### config.mk
export PLATFORM = sky130hd
export DESIGN_NAME = mem_ctrl
export DESIGN_NICKNAME = d
export VERILOG_FILES = /design/src/rtl/mem_ctrl.sv
export SDC_FILE = /design/constraint.sdc
export NUM_CORES = 1
export LEC_CHECK = 0
export ABC_AREA = 0
export CORE_MARGIN = 2
export CORE_UTILIZATION = 25
export DETAILED_ROUTE_END_ITERATION = 16
export GPL_ROUTABILITY_DRIVEN = 0
export PLACE_DENSITY = 0.46
export SYNTH_ARGS = -nofsm -noshare
export SYNTH_HDL_FRONTEND = slang
export SYNTH_SLANG_ARGS = --single-unit
### constraint.sdc
create_clock -name clk -period 4.5 [get_ports clk]
set_clock_uncertainty 0.1 [all_clocks]
set_input_delay 0.9 -clock clk [delete_from_list [all_inputs] [get_ports clk]]
set_output_delay 0.9 -clock clk [all_outputs]
set_load 0.005 [all_outputs]
### src/rtl/mem_ctrl.sv
`default_nettype none
// ============================================================================
// mem_ctrl : serialises word loads/stores/fetches onto an 8-bit sync RAM port
// Rev 1.0
// ============================================================================
module mem_ctrl #(
   parameter int ADDR_W = 32
) (
   input  logic              clk,
   input  logic              rst,
   input  logic              mm_mct_e,
   input  logic              mm_mct_wr,
   input  logic [1:0]        mm_mct_cu,
   input  logic [31:0]       mm_mct_a,
   input  logic [31:0]       mm_mct_n_i,
   output logic [31:0]       mm_mct_n_o,
   output logic              mm_mct_ok,
   input  logic              if_mct_e,
   input  logic [31:0]       if_mct_a,
   output logic [31:0]       if_mct_n_o,
   output logic              if_mct_ok,
   input  logic [7:0]        mem_din,
   output logic [7:0]        mem_dout,
   output logic [ADDR_W-1:0] mem_a,
   output logic              mem_wr
);
   localparam logic [1:0] ST_IDLE = 2'd0;
   localparam logic [1:0] ST_BUSY = 2'd1;
   localparam logic [1:0] ST_DONE = 2'd2;

   logic [1:0]  state_q, state_d;
   logic        src_q, src_d;       // 1 = fetch port owns the transaction
   logic        wr_q, wr_d;
   logic [31:0] base_q, base_d;
   logic [2:0]  nbytes_q, nbytes_d;
   logic [2:0]  cnt_q, cnt_d;
   logic [31:0] sdata_q, sdata_d;
   logic [31:0] mm_n_q, mm_n_d;
   logic [31:0] if_n_q, if_n_d;

   logic        w_busy;
   logic [31:0] w_addr;
   logic [1:0]  w_rd_idx;
   logic        w_last;

   assign w_busy   = (state_q == ST_BUSY);
   assign w_addr   = base_q + {29'd0, cnt_q};
   // RAM data lags the address by one cycle, so cnt addresses byte cnt-1 on reads
   assign w_rd_idx = cnt_q[1:0] - 2'd1;
   assign w_last   = wr_q ? (cnt_q == (nbytes_q - 3'd1)) : (cnt_q == nbytes_q);

   always_comb begin
      state_d  = state_q;
      src_d    = src_q;
      wr_d     = wr_q;
      base_d   = base_q;
      nbytes_d = nbytes_q;
      cnt_d    = cnt_q;
      sdata_d  = sdata_q;
      mm_n_d   = mm_n_q;
      if_n_d   = if_n_q;
      case (state_q)
         ST_IDLE: begin
            if (mm_mct_e) begin
               src_d    = 1'b0;
               wr_d     = mm_mct_wr;
               base_d   = mm_mct_a;
               nbytes_d = {1'b0, mm_mct_cu} + 3'd1;
               sdata_d  = mm_mct_n_i;
               mm_n_d   = 32'd0;
               cnt_d    = 3'd0;
               state_d  = ST_BUSY;
            end else if (if_mct_e) begin
               src_d    = 1'b1;
               wr_d     = 1'b0;
               base_d   = if_mct_a;
               nbytes_d = 3'd4;
               sdata_d  = 32'd0;
               if_n_d   = 32'd0;
               cnt_d    = 3'd0;
               state_d  = ST_BUSY;
            end
         end
         ST_BUSY: begin
            cnt_d = cnt_q + 3'd1;
            if (!wr_q && (cnt_q != 3'd0)) begin
               if (src_q) begin
                  if_n_d[{w_rd_idx, 3'b000} +: 8] = mem_din;
               end else begin
                  mm_n_d[{w_rd_idx, 3'b000} +: 8] = mem_din;
               end
            end
            if (w_last) begin
               state_d = ST_DONE;
            end
         end
         ST_DONE: begin
            state_d = ST_IDLE;
         end
         default: begin
            state_d = ST_IDLE;
         end
      endcase
   end

   always_ff @(posedge clk or posedge rst) begin
      if (rst) begin
         state_q  <= ST_IDLE;
         src_q    <= 1'b0;
         wr_q     <= 1'b0;
         base_q   <= 32'd0;
         nbytes_q <= 3'd0;
         cnt_q    <= 3'd0;
         sdata_q  <= 32'd0;
         mm_n_q   <= 32'd0;
         if_n_q   <= 32'd0;
      end else begin
         state_q  <= state_d;
         src_q    <= src_d;
         wr_q     <= wr_d;
         base_q   <= base_d;
         nbytes_q <= nbytes_d;
         cnt_q    <= cnt_d;
         sdata_q  <= sdata_d;
         mm_n_q   <= mm_n_d;
         if_n_q   <= if_n_d;
      end
   end

   assign mm_mct_n_o = mm_n_q;
   assign if_mct_n_o = if_n_q;
   assign mm_mct_ok  = (state_q == ST_DONE) && !src_q;
   assign if_mct_ok  = (state_q == ST_DONE) &&  src_q;
   assign mem_a      = w_busy ? w_addr[ADDR_W-1:0] : '0;
   assign mem_wr     = w_busy && wr_q && (cnt_q < nbytes_q);
   assign mem_dout   = w_busy ? sdata_q[{cnt_q[1:0], 3'b000} +: 8] : 8'd0;

endmodule
`default_nettype wire

==> impl_metrics.ini, run 1 <==
[run_status]
status = completed

[routing]
drtAntennaViolNets = 0
drtIter0Drc = 341
routedWlPerCell_um = 17.87
first_pass_iters = 4
wl_um = 21770
vias_per_cell = 4.677
vias = 5697
route.detailed.drc = 0

[synth]
syn_area_per_cell_um2 = 11.17
synthCells = 621
syn_area_um2 = 6939
synth_ff_type = dfrtp_1
ys_ff_latch = 138
yosys_warnings = 0
yosysUniqueCellTypes = 50
synth_edf_count = 0
async_reset_ff_share_pct = 100.0
synth_fp_nets = 746
seq_area_frac_synth_pct = 49.77

[clocking]
cts_hold_buffers = 0
clk_pin_slew_worst_paths_ps = 60
cts_buffer_depth = 2
cts_tree = built
clk_latency_ps = 410
cts_buffers = 17
htree_levels = 4
cts_setup_buffers = 0
clock-root-buffer = clkbuf_16
clkSinkCount = 138

[final_layout]
design.final.nets = 959
final_util_pct = 37.57
layout_commonest_cell = clkdlybuf4s50_1
syn_to_final_growth_pct = 46.72
final_cell_mix = clkdlybuf4s50_1, dfrtp_1, a22o_1, nand2_1, o21ai_0
drive_above_1_share_pct = 12.17
antenna_cells = 0

[die]
io_pins = 218
start_util_pct = 25.60
core-area_um2 = 27100
die_area_um2 = 29110
fp.dieW_um = 170.6
rows = 60
die_h_um = 170.6

[sta]
slew_violations = 0
setup_slack_ps = 213.8
setup_viol = 0
fin_crit_ps = 4286
hold_viol = 0
tightestPinTransition_ps = 1047
relSlewSlack_pct = 30.19
tns_ps = 0
max_freq_mhz = 233.3
fin_crit_sh_pct = 95.25
rsz0062_at_grt = false

[global_route]
antenna_found_initial = 1
grt_max_degree = 80
use_met1_pct = 21.74
use_met3_pct = 4.395
grt_pass1_vias = 5767
grt_pass1_wl_um = 34200
groute.usage.overall_pct = 15.37
busiest_layer = met2
use_met2_pct = 23.18
grt-ovfl-total = 0

[setup_path]
cp_data_arrival_time_ps = 3290
path_max_fanout = 9
cp.required_ps = 3500
crit_type = reg -> out
worstSetupStartpointType = flip-flop
endpoint_kind = output pin

[placement]
place_hpwl_um = 15350
place_ws_ps = 453.3
numPortBuffers = 217

[power]
peakVddDrop_v = 0.0002911
powerDensity_nw_per_um2 = 624.1
design_power_total_mw = 6.354
cellLeakagePower_nw = 4.313

[min_path]
hold_path_class = reg -> reg

[flow_run]
max_cap_viol_count = 0
==> per-layer routing <==
layer / wire, um / share of wire, %
met5: 13 / 0.060
met1: 10580 / 49
met2: 9555 / 44
met3: 1404 / 6.4
met4: 219 / 1.0
==> path summary, 6_finish.rpt <==
path                                 from       endpoint  slack [ps]  cells past startpoint
worst min-delay path            base_q[0]      base_q[0]         390                      2
worst min register to register  base_q[0]      base_q[0]         390                      2
worst max register to register   cnt_q[0]  mm_mct_n_o[4]        1750                      6
max in group asynchronous             rst     sdata_q[0]        2510                      3
worst max-delay path             cnt_q[2]      mem_a[31]         210                      6
min in group asynchronous             rst     base_q[18]        1000                      3
==> logic make-up (layout without fill, tap and decap cells) <==
family          Yosys count  count (layout)  share of synthesized area, %
simple gates            169             169                         13.61
compound gates          167             167                         17.15
fa+ha+maj                14              14                         2.633
mux                      74              74                         12.71
flops                   138             138                         49.77
buf+inv                  51             276                         2.903
xor+xnor                  8               8                         1.226
==> report_power, final <==
group          leakage (nW)  switching [mW]  internal [mW]  total, mW
clock                 0.290           0.601          0.886       1.49
combinational          2.21            1.26           1.51       2.76
sequential             1.82           0.402           1.70       2.10
total                  4.31            2.26           4.09       6.35
==> worst max-delay path: stages (launching register included) <==
cell and delay (ps):
dfrtp_1 450, ha_2 380, o21ai_0 190, or4_1 630, or4_1 520, a21oi_1 160, clkdlybuf4s50_1 540
==> layout make-up <==
| cell class | instances | area (um2) |
|---|---|---|
| sequential | 138 | 3453 |
| multi-input combinational | 432 | 3318 |
| fill | 2714 | 16920 |
| clock inverter | 14 | 185.2 |
| timing repair buffer | 229 | 2270 |
| clock buffer | 17 | 425.4 |
| tap | 372 | 465.4 |
| inverter | 16 | 63.81 |
==> synth_stat cells (5+ instances only) <==
cell type	number	area [um2]
nor2_1	17	63.81
or3_1	6	37.54
nand3_1	8	40.04
o21ai_0	45	225.2
a21oi_1	21	105.1
ha_1	13	162.7
or4_1	12	90.09
clkbuf_1	29	108.9
o41ai_1	5	43.79
xnor2_1	6	52.55
nand4_1	9	56.30
and2_1	28	175.2
and4_1	5	43.79
mux2i_1	33	330.3
nor4_1	5	31.28
mux2_2	33	371.6
mux4_2	8	180.2
dfrtp_1	138	3453
nand2b_1	7	43.79
o31ai_1	10	75.07
nand2_1	48	180.2
inv_1	16	60.06
a22o_1	68	595.6
==> flip-flops by register name, indices dropped and copies added (netlist names) <==
register	count
wr_q	1
sdata_q	32
state_q	2
nbytes_q	3
base_q	32
cnt_q	3
mm_mct_n_o	32
src_q	1
if_mct_n_o	32
==> per-stage QoR <==
step / instances / area, um2 / hold slack [ps]
after floorplan: 621 / 6943 / 356.3
after global placement: 1187 / 9553 / 376.1
after detailed placement: 1187 / 9553 / 378.0
after CTS: 1218 / 10160 / 400.2
after global routing: 1218 / 10180 / 414.1
final: 1218 / 10180 / 391.6
==> repair_timing <==
action / 4_1_cts / 5_1_grt
endpoints found under the hold margin: 0 / 0
gates resized for setup: 0 / 4
setup endpoints to repair: 0 / 11
No activity file was read; power rests on OpenSTA's default activity.
==> inputs of run 2 (changes only) <==
CORE_ASPECT_RATIO = 0.75   (was unset)
==> run 2 against run 1 <==
  * Non-clock buffer count is the same
  * Fmax fell by 0.33%
  * Final cell count is 1.6% lower
  * Wire length increased by 4.8%
  * Largest cell class unchanged
  * Total power decreased by 1.9%
  * Largest power group unchanged
  * Design area shrank 0.72%
  * Register-to-register slack worse by 140 ps
  * Sequential power barely moved
  * Hold slack improved by 1.0 ps
  * First-iteration DRC count fell by 22%
  * Critical path depth did not move
==> impl_metrics.ini, run 2 (synthesis results as in run 1) <==
[clocking]
cts_buffers = 17
htree_levels = 4
cts_tree = built
clock-root-buffer = clkbuf_16
cts_buffer_depth = 2
clkSinkCount = 138
clk_latency_ps = 420
clk_pin_slew_worst_paths_ps = 60

[sta]
hold_viol = 0
fin_crit_ps = 4300
setup_slack_ps = 199.8
max_freq_mhz = 232.5
rsz0062_at_grt = false
setup_viol = 0
relSlewSlack_pct = 29.25
tightestPinTransition_ps = 1055
tns_ps = 0
slew_violations = 0
fin_crit_sh_pct = 95.56

[run_status]
status = completed

[global_route]
grt_max_degree = 139
antenna_found_initial = 2
groute.usage.overall_pct = 15.82
grt_pass1_vias = 5799
grt_pass1_wl_um = 35060
grt-ovfl-total = 0

[routing]
drtAntennaViolNets = 0
vias = 5799
wl_met1_um = 11650
route.detailed.drc = 0
wl_um = 22810
met2WireLength_um = 9934
first_pass_iters = 4
routedWlPerCell_um = 19.03
wl_met3_um = 1027
top_layer = met5
vias_per_cell = 4.837
drtIter0Drc = 266

[final_layout]
drive_above_1_share_pct = 12.04
layout_commonest_cell = clkdlybuf4s50_1
final_util_pct = 37.25
nFillCells = 2656
final_cell_area_um2 = 10110
syn_to_final_growth_pct = 45.65
regArea_um2 = 3453
design.final.nets = 959
final_cell_mix = clkdlybuf4s50_1, dfrtp_1, a22o_1, nand2_1, o21ai_0
multi_input_area_um2 = 3316

[setup_path]
worstSetupStartpointType = flip-flop
cp_data_arrival_time_ps = 3300
path_max_fanout = 7
cp.required_ps = 3500
endpoint_kind = output pin
cp-startpoint = cnt_q[2]
crit_type = reg -> out
reg2reg_from = state_q[1]

[die]
io_pins = 218
start_util_pct = 25.58
die_h_um = 148.3
fp.dieW_um = 196.4
rows = 52
die_area_um2 = 29120
core-area_um2 = 27130

[power]
peakVddDrop_v = 0.0002422
design_power_total_mw = 6.232
powerDensity_nw_per_um2 = 616.6
cellLeakagePower_nw = 4.296

[min_path]
hp-start = sdata_q[7]
hold_path_class = reg -> reg

[placement]
place_ws_ps = 387.6
place_hpwl_um = 16320
numPortBuffers = 217
placedInstanceArea_um2 = 9539

[flow_run]
max_cap_viol_count = 0
-- run 2: through the flow --
step                hold WS, ps  instances
floorplan                 356.3        621
global placement          379.6       1166
detailed placement        381.0       1166
CTS                       397.6       1198
global route              408.8       1198
finish                    392.7       1199
-- run 2: repair_timing --
item / in CTS / in global routing
hold endpoints to repair: 0 / 0
setup endpoints to repair: 3 / 5
pin swaps: 0 / 0
cloned: 0 / 0
hold buffers: 0 / 0
resized for setup: 2 / 1
buffers inserted: 0 / 0
-- run 2: worst max-delay path: stages (launching register included) --
cell and delay [ps]:
dfrtp_1 450, ha_1 380, o21ai_0 300, or4_1 560
or4_1 490, a21oi_1 160, clkdlybuf4s50_1 550
-- run 2: layer usage --
metal | track usage, % | vias up
met4 | 3.902 | 2
met2 | 22.77 | 122
li1 | - | 2762
met3 | 3.673 | 13
met1 | 23.73 | 2900
met5 | 0 | -
-- run 2: final cells by class --
| type | instances | area share [%] |
|---|---|---|
| clock buffers | 18 | 4.246 |
| clock inverters | 14 | 1.201 |
| inverters | 16 | 0.6313 |
| repair buffers | 229 | 22.58 |
| diodes | 1 | 0.02476 |
| well taps | 351 | 4.345 |
| multi-input cells | 432 | 32.81 |
| flip-flops and latches | 138 | 34.17 |
-- run 2: path summary, 6_finish.rpt --
check                            endpoint  slack [ps]  cells after the start
hold reg to reg                sdata_q[7]         390                      1
min in group asynchronous  mm_mct_n_o[26]         880                      3
setup / recovery                mem_a[31]         200                      6
max in group asynchronous        cnt_q[2]        2670                      3
setup reg to reg           mm_mct_n_o[10]        1610                      4
hold / removal                 sdata_q[7]         390                      1
-- run 2: power breakdown --
group	total, mW	switching (mW)	internal [mW]
combinational	2.78	1.28	1.50
clock	1.35	0.583	0.762
sequential	2.11	0.404	1.70
==> inputs of run 3 (changes only) <==
HOLD_SLACK_MARGIN = 0.12   (was unset)
==> results of run 3 <==
Final layout, timing and power as in run 2 (identical DEF).
